<file path="src/rtl/stack_ram_responder.sv">
// stack_ram_responder: memory-side responder for the CPU RAM port.
// This block provides a word-addressed stack array and a 4-word MMIO window.
// The MMIO window holds seg1, seg2, a free-running cycle counter and a write counter.
// Reads pass through a fixed READ_LATENCY pipeline.
// After reset the array is cleared one word per cycle while busy is high.
module stack_ram_responder #(
    parameter int unsigned DEPTH        = 256,
    parameter int unsigned READ_LATENCY = 2,
    parameter logic [15:0] MMIO_BASE    = 16'hFF00
) (
    input  logic        clock,
    input  logic        reset,
    input  logic [15:0] address,
    input  logic [15:0] data,
    input  logic        wren,
    output logic [15:0] q,
    output logic        busy,
    output logic [15:0] seg1,
    output logic [15:0] seg2,
    output logic        err
);

    localparam int unsigned AW        = $clog2(DEPTH);
    localparam logic [16:0] DEPTH_W   = 17'(DEPTH);
    localparam logic [16:0] MMIO_TOP  = {1'b0, MMIO_BASE} + 17'd3;
    localparam logic [AW-1:0] LAST_IDX = AW'(DEPTH - 1);

    localparam logic [0:0] ST_CLEAR = 1'b0;
    localparam logic [0:0] ST_RUN   = 1'b1;

    logic [0:0]    state_q, state_d;
    logic [AW-1:0] clr_idx_q, clr_idx_d;
    logic [15:0]   seg1_q, seg1_d;
    logic [15:0]   seg2_q, seg2_d;
    logic [15:0]   cyc_q, cyc_d;
    logic [15:0]   wrc_q, wrc_d;
    logic          err_q, err_d;

    logic [15:0]   mem_q [DEPTH];
    logic [15:0]   pipe_q [READ_LATENCY];

    logic          mem_we;
    logic [AW-1:0] mem_waddr;
    logic [15:0]   mem_wdata;
    logic [15:0]   rd_val;

    logic          hit_array;
    logic          hit_mmio;
    logic [1:0]    mmio_off;
    logic [AW-1:0] arr_idx;

    // Address decode on the sampled address; the array index is used only when hit_array is set.
    always_comb begin
        hit_array = ({1'b0, address} < DEPTH_W);
        hit_mmio  = (address >= MMIO_BASE) && ({1'b0, address} <= MMIO_TOP);
        mmio_off  = address[1:0] - MMIO_BASE[1:0];
        arr_idx   = address[AW-1:0];
    end

    // Next-state logic: clear sequencing, read value selection, write side effects, counters.
    always_comb begin
        state_d   = state_q;
        clr_idx_d = clr_idx_q;
        seg1_d    = seg1_q;
        seg2_d    = seg2_q;
        cyc_d     = cyc_q + 16'd1;
        wrc_d     = wrc_q;
        err_d     = err_q;
        mem_we    = 1'b0;
        mem_waddr = clr_idx_q;
        mem_wdata = '0;
        rd_val    = '0;

        if (state_q == ST_CLEAR) begin
            mem_we    = 1'b1;
            clr_idx_d = clr_idx_q + 1'b1;
            if (clr_idx_q == LAST_IDX) begin
                state_d = ST_RUN;
            end
        end else begin
            // Read side: all values are taken before this edge's updates.
            if (hit_array) begin
                rd_val = mem_q[arr_idx];
            end else if (hit_mmio) begin
                case (mmio_off)
                    2'd0:    rd_val = seg1_q;
                    2'd1:    rd_val = seg2_q;
                    2'd2:    rd_val = cyc_q;
                    default: rd_val = wrc_q;
                endcase
            end else begin
                err_d = 1'b1;
            end

            // Write side.
            if (wren) begin
                if (hit_array) begin
                    mem_we    = 1'b1;
                    mem_waddr = arr_idx;
                    mem_wdata = data;
                    wrc_d     = wrc_q + 16'd1;
                end else if (hit_mmio) begin
                    case (mmio_off)
                        2'd0: begin
                            seg1_d = data;
                            wrc_d  = wrc_q + 16'd1;
                        end
                        2'd1: begin
                            seg2_d = data;
                            wrc_d  = wrc_q + 16'd1;
                        end
                        default: err_d = 1'b1;
                    endcase
                end else begin
                    err_d = 1'b1;
                end
            end
        end
    end

    // Array storage; no reset, its contents are zeroed by the clear sequence instead.
    always_ff @(posedge clock) begin
        if (!reset && mem_we) begin
            mem_q[mem_waddr] <= mem_wdata;
        end
    end

    // Control and MMIO registers with synchronous reset.
    always_ff @(posedge clock) begin
        if (reset) begin
            state_q   <= ST_CLEAR;
            clr_idx_q <= '0;
            seg1_q    <= '0;
            seg2_q    <= '0;
            cyc_q     <= '0;
            wrc_q     <= '0;
            err_q     <= 1'b0;
        end else begin
            state_q   <= state_d;
            clr_idx_q <= clr_idx_d;
            seg1_q    <= seg1_d;
            seg2_q    <= seg2_d;
            cyc_q     <= cyc_d;
            wrc_q     <= wrc_d;
            err_q     <= err_d;
        end
    end

    // Read pipeline: stage 0 loads at the sample edge, and the last stage drives q.
    always_ff @(posedge clock) begin
        if (reset) begin
            for (int unsigned i = 0; i < READ_LATENCY; i++) begin
                pipe_q[i] <= '0;
            end
        end else begin
            pipe_q[0] <= rd_val;
            for (int unsigned i = 1; i < READ_LATENCY; i++) begin
                pipe_q[i] <= pipe_q[i-1];
            end
        end
    end

    assign q    = pipe_q[READ_LATENCY-1];
    assign busy = (state_q == ST_CLEAR);
    assign seg1 = seg1_q;
    assign seg2 = seg2_q;
    assign err  = err_q;

endmodule
</file>
<file path="config.mk">
export PLATFORM = sky130hd
export DESIGN_NAME = stack_ram_responder
export DESIGN_NICKNAME = d
export VERILOG_FILES = /design/src/rtl/stack_ram_responder.sv
export SDC_FILE = /design/constraint.sdc
export NUM_CORES = 2
export LEC_CHECK = 0
export CAP_MARGIN = 25
export CORE_UTILIZATION = 61
export CTS_BUF_LIST = sky130_fd_sc_hd__clkbuf_2
export CTS_CLUSTER_DIAMETER = 150
export DETAILED_ROUTE_END_ITERATION = 10
export PLACE_DENSITY = 0.82
export SLEW_MARGIN = 5
export SYNTH_ARGS = -nofsm -noshare
export SYNTH_HDL_FRONTEND = slang
export SYNTH_MEMORY_MAX_BITS = 65536
export SYNTH_SLANG_ARGS = --single-unit
export TNS_END_PERCENT = 1
</file>
<file path="constraint.sdc">
create_clock -name clock -period 7.1 [get_ports clock]
set_input_delay 0.71 -clock clock [delete_from_list [all_inputs] [get_ports clock]]
set_output_delay 0.71 -clock clock [all_outputs]
set_load 0.1 [all_outputs]
</file>
## Word-level counts from Yosys, hierarchy flattened

Memories as Yosys holds them, arrays and structs flattened.
Index checks and enable logic that the tools add are counted.

| storage, ports and cells | value |
|---|---|
| memories | 2 |
| RAM bits | 4,128 |
| register bits | 74 |

| cells by class | value |
|---|---|
| equality and inequality tests | 3 |
| order comparisons | 3 |
| reduce and logical (&&, ||, !) cells | 10 |
| bitwise operators | 4 |
| mux-type cells | 31 |
| add/subtract/negate cells | 3 |

Memory list:

| memory | words | bits a word | read ports | clocked after Yosys merged registers in | write ports | RTL line | source |
|---|---|---|---|---|---|---|---|
| mem_q | 256 | 16 | 1 | 0 | 1 | 39 | `logic [15:0] mem_q [DEPTH];` |
| pipe_q | 2 | 16 | 2 | 0 | 2 | 40 | `logic [15:0] pipe_q [READ_LATENCY];` |

Operators with widths:

| kind | count |
|---|---|
| $mux W16 | 11 |
| $pmux W16 S3 | 1 |
| $add A16 B1 Y16 const B | 2 |
| $mux W8 | 3 |
| $ge A16 B16 Y1 const B | 1 |
| $le A16 B16 Y1 const B | 1 |
| $lt A16 B9 Y1 const B | 1 |
| $mux W1 | 16 |
| $reduce_and A5 Y1 | 2 |
| $add A8 B1 Y8 const B | 1 |
| $eq A8 B8 Y1 const B | 1 |
| $reduce_and A4 Y1 | 1 |
| $reduce_bool A2 Y1 | 2 |
| $eq A2 B1 Y1 const B | 1 |
| $eq A2 B2 Y1 const B | 1 |
| $logic_and A1 B1 Y1 | 2 |
| $logic_not A2 Y1 | 1 |
| $not A1 Y1 | 2 |
| $or A1 B1 Y1 | 2 |
| $reduce_or A2 Y1 | 1 |
| $logic_not A1 Y1 | 1 |

## Logic depth before layout (Yosys ltp)

| depth | value |
|---|---|
| depth after elaboration | 8 |
| depth in mapped cells | 14 |
| depth with buffers taken out | 7 |

## Least setup slack after synthesis

Ideal clock, no wire load.

| timing | value |
|---|---|
| path kind | input-to-reg |
| from | input port address[15] |
| to | memory mem_q[0][10] (data pin) |
| slack | 1,338 ps |
| stages on the path | 5 |
| arrival | 4,887 ps |
| required time | 6,225 ps |
| cells stage by stage | nor4_1 and2_1 buf_2 clkbuf_1 and3_1 |

| between the ends | value |
|---|---|
| longest elaborated chain between the ends | 4 |

Ends and longest elaborated chain:

| item | RTL line | source |
|---|---|---|
| from (decl) | 13 | `input logic [15:0] address,` |
| $lt A16 B9 Y1 | 54 | `hit_array = ({1'b0, address} < DEPTH_W);` |
| $mux W16 | 97 | `if (hit_array) begin` |
| $mux W16 | 96 | `if (wren) begin` |
| $mux W16 | 74 | `if (state_q == ST_CLEAR) begin` |
| net mem_wdata[10] | 44 | `logic [15:0] mem_wdata;` |
| to (decl) | 39 |  |

The timed path passes the listed nets, and every way through them passes these cells.

==> results.sh <==
export IMPL_status="completed"
export IMPL_cp_startpoint="address[7]"
export IMPL_placed_area_sq_um=169400
export IMPL_critPathMostFrequentCell="dlygate4sd3_1"
export IMPL_setup_violations=0
export IMPL_synth_seq_cells=4202
export IMPL_fin_crit_ns=5.063
export IMPL_netlist_instances=7444
export IMPL_gp_congestion=0.9612
export IMPL_cp_top_family="buffers and inverters"
export IMPL_post_cts_buffers=0
export IMPL_synthDistinctLibCells=69
export IMPL_regArea_sq_um=125100
export IMPL_seq_area_frac_synth_pct=77.07
export IMPL_fin_area_sq_um=178400
export IMPL_final_common_cell="edfxtp_1"
export IMPL_maxCapViolCount=0
export IMPL_cp_arrival_ns=6.93
export IMPL_path_buf_inv=5
export IMPL_p_total_mw=42.75
export IMPL_fmax_mhz=197.5
export IMPL_hold_viol_final=0
export IMPL_r2r_start="state_q$_SDFF_PP0_"
export IMPL_clock_tree_root_cell="clkbuf_2"
export IMPL_ir_drop_uv=146.7
export IMPL_cts_buffers=913
export IMPL_drive_gt1_share_pct=33.39
export IMPL_slowest_stage="a31oi_1"
export IMPL_finClkSkew_ns=0.2977
export IMPL_floorplan_initialDensity_pct=61.29
export IMPL_grt_pass1_wl_um=625700
export IMPL_syn_num_nets=7482
export IMPL_drtAntennaViolNets=0
export IMPL_max_slew_worst_pin_slew_ns=1.460
export IMPL_hold_path_class="input pin to flop"
export IMPL_ctsResizeCount=0
export IMPL_path_max_fanout=17
export IMPL_dp_hpwl_um=271000
export IMPL_grt_ovfl_total=0
export IMPL_rows=189
export IMPL_wirelength_um=446800
export IMPL_max_stage_delay_ns=0.75
export IMPL_drtIter0Drc=15708
export IMPL_clock_latency_ns=2.04
export IMPL_ioPinCount=85
export IMPL_fill_cells=15816
export IMPL_criticalPathCategory="input pin to flop"
export IMPL_path_clk_slew_ns=0.11
export IMPL_syn_avg_cell_area_sq_um=21.81
export IMPL_die_x_um=517.9
export IMPL_nNetsFinal=8568
export IMPL_synthFlopType="edfxtp_1"
export IMPL_min_from="address[5]"
export IMPL_synth_top_area_share_pct=75.77
export IMPL_maxSlewHeadroom_pct=2.678
export IMPL_synth_area_sq_um=162300
export IMPL_cts_sinks=4202
export IMPL_die_area_sq_um=268200
export IMPL_yosysTopAreaCell="edfxtp_1"
export IMPL_cp_data_required_time_ns=8.97
export IMPL_tns_ns=0
export IMPL_viasPerCell=6.877
export IMPL_dr_pass1_iters=7
export IMPL_vias=87888
export IMPL_drc=0
export IMPL_final_cell_mix="edfxtp_1 (4,096), clkbuf_2 (1,358), mux4_2 (1,051), buf_4 (422), nor2_1 (320)"
export IMPL_cts_tree="built"
export IMPL_worstSetupEndpointType="flop"
export IMPL_syn2layout_area_growth_pct=9.877
export IMPL_cp_cell_sequence="dlygate4sd3_1 > clkdlybuf4s50_1 > buf_4 > or4_1 > dlygate4sd3_1 > or4_1 > dlygate4sd3_1 > nor2_2 > a2111oi_0 > a31oi_1 > o21ai_1 > o31ai_1"
export IMPL_p_leak_nw=67.70
export IMPL_grt_pass1_vias=87007
export IMPL_cp_start_kind="input pin"
export IMPL_yosys_top_cells_area="edfxtp_1 (76%), mux4_2 (15%), mux2i_1 (1.7%)"
export IMPL_die_y_um=517.9
export IMPL_yosys_warnings=0
export IMPL_grtUsageTotal_pct=33.27
export IMPL_whs_ns=0.2605
export IMPL_grt_max_degree=193
export IMPL_power_density_nw_per_um2=239.7
export IMPL_drv_slew=0
export IMPL_h_tree_depth=6
export IMPL_coreArea_sq_um=264900
export IMPL_numPortBuffers=84
export IMPL_synth_edf_count=4096
export IMPL_cts_buffer_depth=4
export IMPL_rsz0062_at_grt="false"
export IMPL_synthArstFlopShare_pct=0
export IMPL_antenna_found_initial=27
export IMPL_fin_crit_sh_pct=71.31
export IMPL_cts_hold_buf=60
export IMPL_multiInputGateArea_sq_um=34820
export IMPL_avgRoutedWirePerCell_um=34.96
==> final timing paths <==
path	cells after the start	to	slack, ns
worst max register to register	6	mem_q[129][0]$_DFFE_PP_	2.57
worst min register to register	1	pipe_q[0][29]$_SDFF_PP0_	0.45
worst max-delay path	12	pipe_q[0][15]$_SDFF_PP0_	2.04
worst min-delay path	7	pipe_q[0][14]$_SDFF_PP0_	0.26
==> tightest hold or removal path, stage by stage <==
cell           delay (ns)
dlygate4sd3_1        0.55
buf_4                0.20
nand2b_1             0.18
buf_4                0.21
nor2b_1              0.13
nor3_1               0.09
o32ai_1              0.10
==> registers in the layout (all words and copies together) (netlist names) <==
register   flops
err            1
seg1          16
wrc_q         16
state_q        1
mem_q       4096
clr_idx_q      8
pipe_q        32
cyc_q         16
seg2          16
==> Yosys cell counts, drive strengths merged, types with 4 or more instances <==
library cell  count
edfxtp         4096
mux4           1051
nor2            359
buf             272
mux2i           270
nand2           239
clkbuf          184
dfxtp           106
a22oi           104
a21oi           102
nand3            66
o21ai            48
a31oi            46
nor3             40
a221oi           38
nand2b           35
nor2b            35
and3             33
o22ai            28
xor2             24
mux2             21
a2111oi          18
a22o             18
nand4            18
a211oi           16
a32oi            15
and2             15
o221ai           14
nor4             13
o211ai           13
xnor2            11
nand3b            8
a41oi             7
a221o             6
inv               6
o2111ai           6
o31ai             6
a211o             5
a32o              5
or2               5
a311oi            4
and4              4
o311ai            4
o32ai             4
or3               4
==> per-layer routing <==
layer	wire length (um)	vias to the layer above	track usage, %
met4	30810	22	20.09
met3	73630	1558	12.15
met5	245	-	0
met2	202100	8542	48.94
li1	-	34032	-
met1	140100	43734	42.83
==> where the power goes <==
part | internal, mW | switching, mW | leakage [nW] | total (mW)
Combinational | 0.471 | 0.951 | 13.5 | 1.42
Clock | 5.50 | 9.05 | 6.30 | 14.5
Sequential | 26.8 | 0.0120 | 47.9 | 26.8
Total | 32.7 | 10.0 | 67.7 | 42.7
==> through the flow <==
step | instances | util (%) | worst slack (ns)
2_1_floorplan | 7444 | - | 1.338
3_3_place_gp | 11060 | 63.87 | 1.375
3_5_place_dp | 11074 | 63.94 | 1.772
4_1_cts | 12743 | 67.26 | 2.292
5_1_grt | 12759 | 67.33 | 2.193
6_report | 12780 | 67.35 | 2.037
==> final cells by class <==
class / instances / area share [%]
repair buffers: 627 / 3.229
well taps: 3533 / 2.478
inverters: 6 / 0.01683
flip-flops and latches: 4202 / 70.14
clock buffers: 1358 / 3.810
multi-input cells: 2780 / 19.52
clock inverters: 251 / 0.7667
diodes: 23 / 0.03227
==> cells by family (layout without fill, tap and decap cells) <==
| group | Yosys count | count (layout) | synth area share [%] |
|---|---|---|---|
| buffers and inverters | 462 | 2242 | 1.656 |
| multiplexers | 1342 | 1342 | 16.39 |
| AO/OA/AOI/OAI | 518 | 518 | 2.243 |
| other | 0 | 23 | 0 |
| flip-flops | 4202 | 4202 | 77.07 |
| XOR/XNOR | 35 | 35 | 0.1888 |
| AND/OR/NAND/NOR | 882 | 882 | 2.425 |
| adder cells (fa/ha/maj) | 3 | 3 | 0.02312 |
Note: power is estimated with default switching activity, not from simulation.
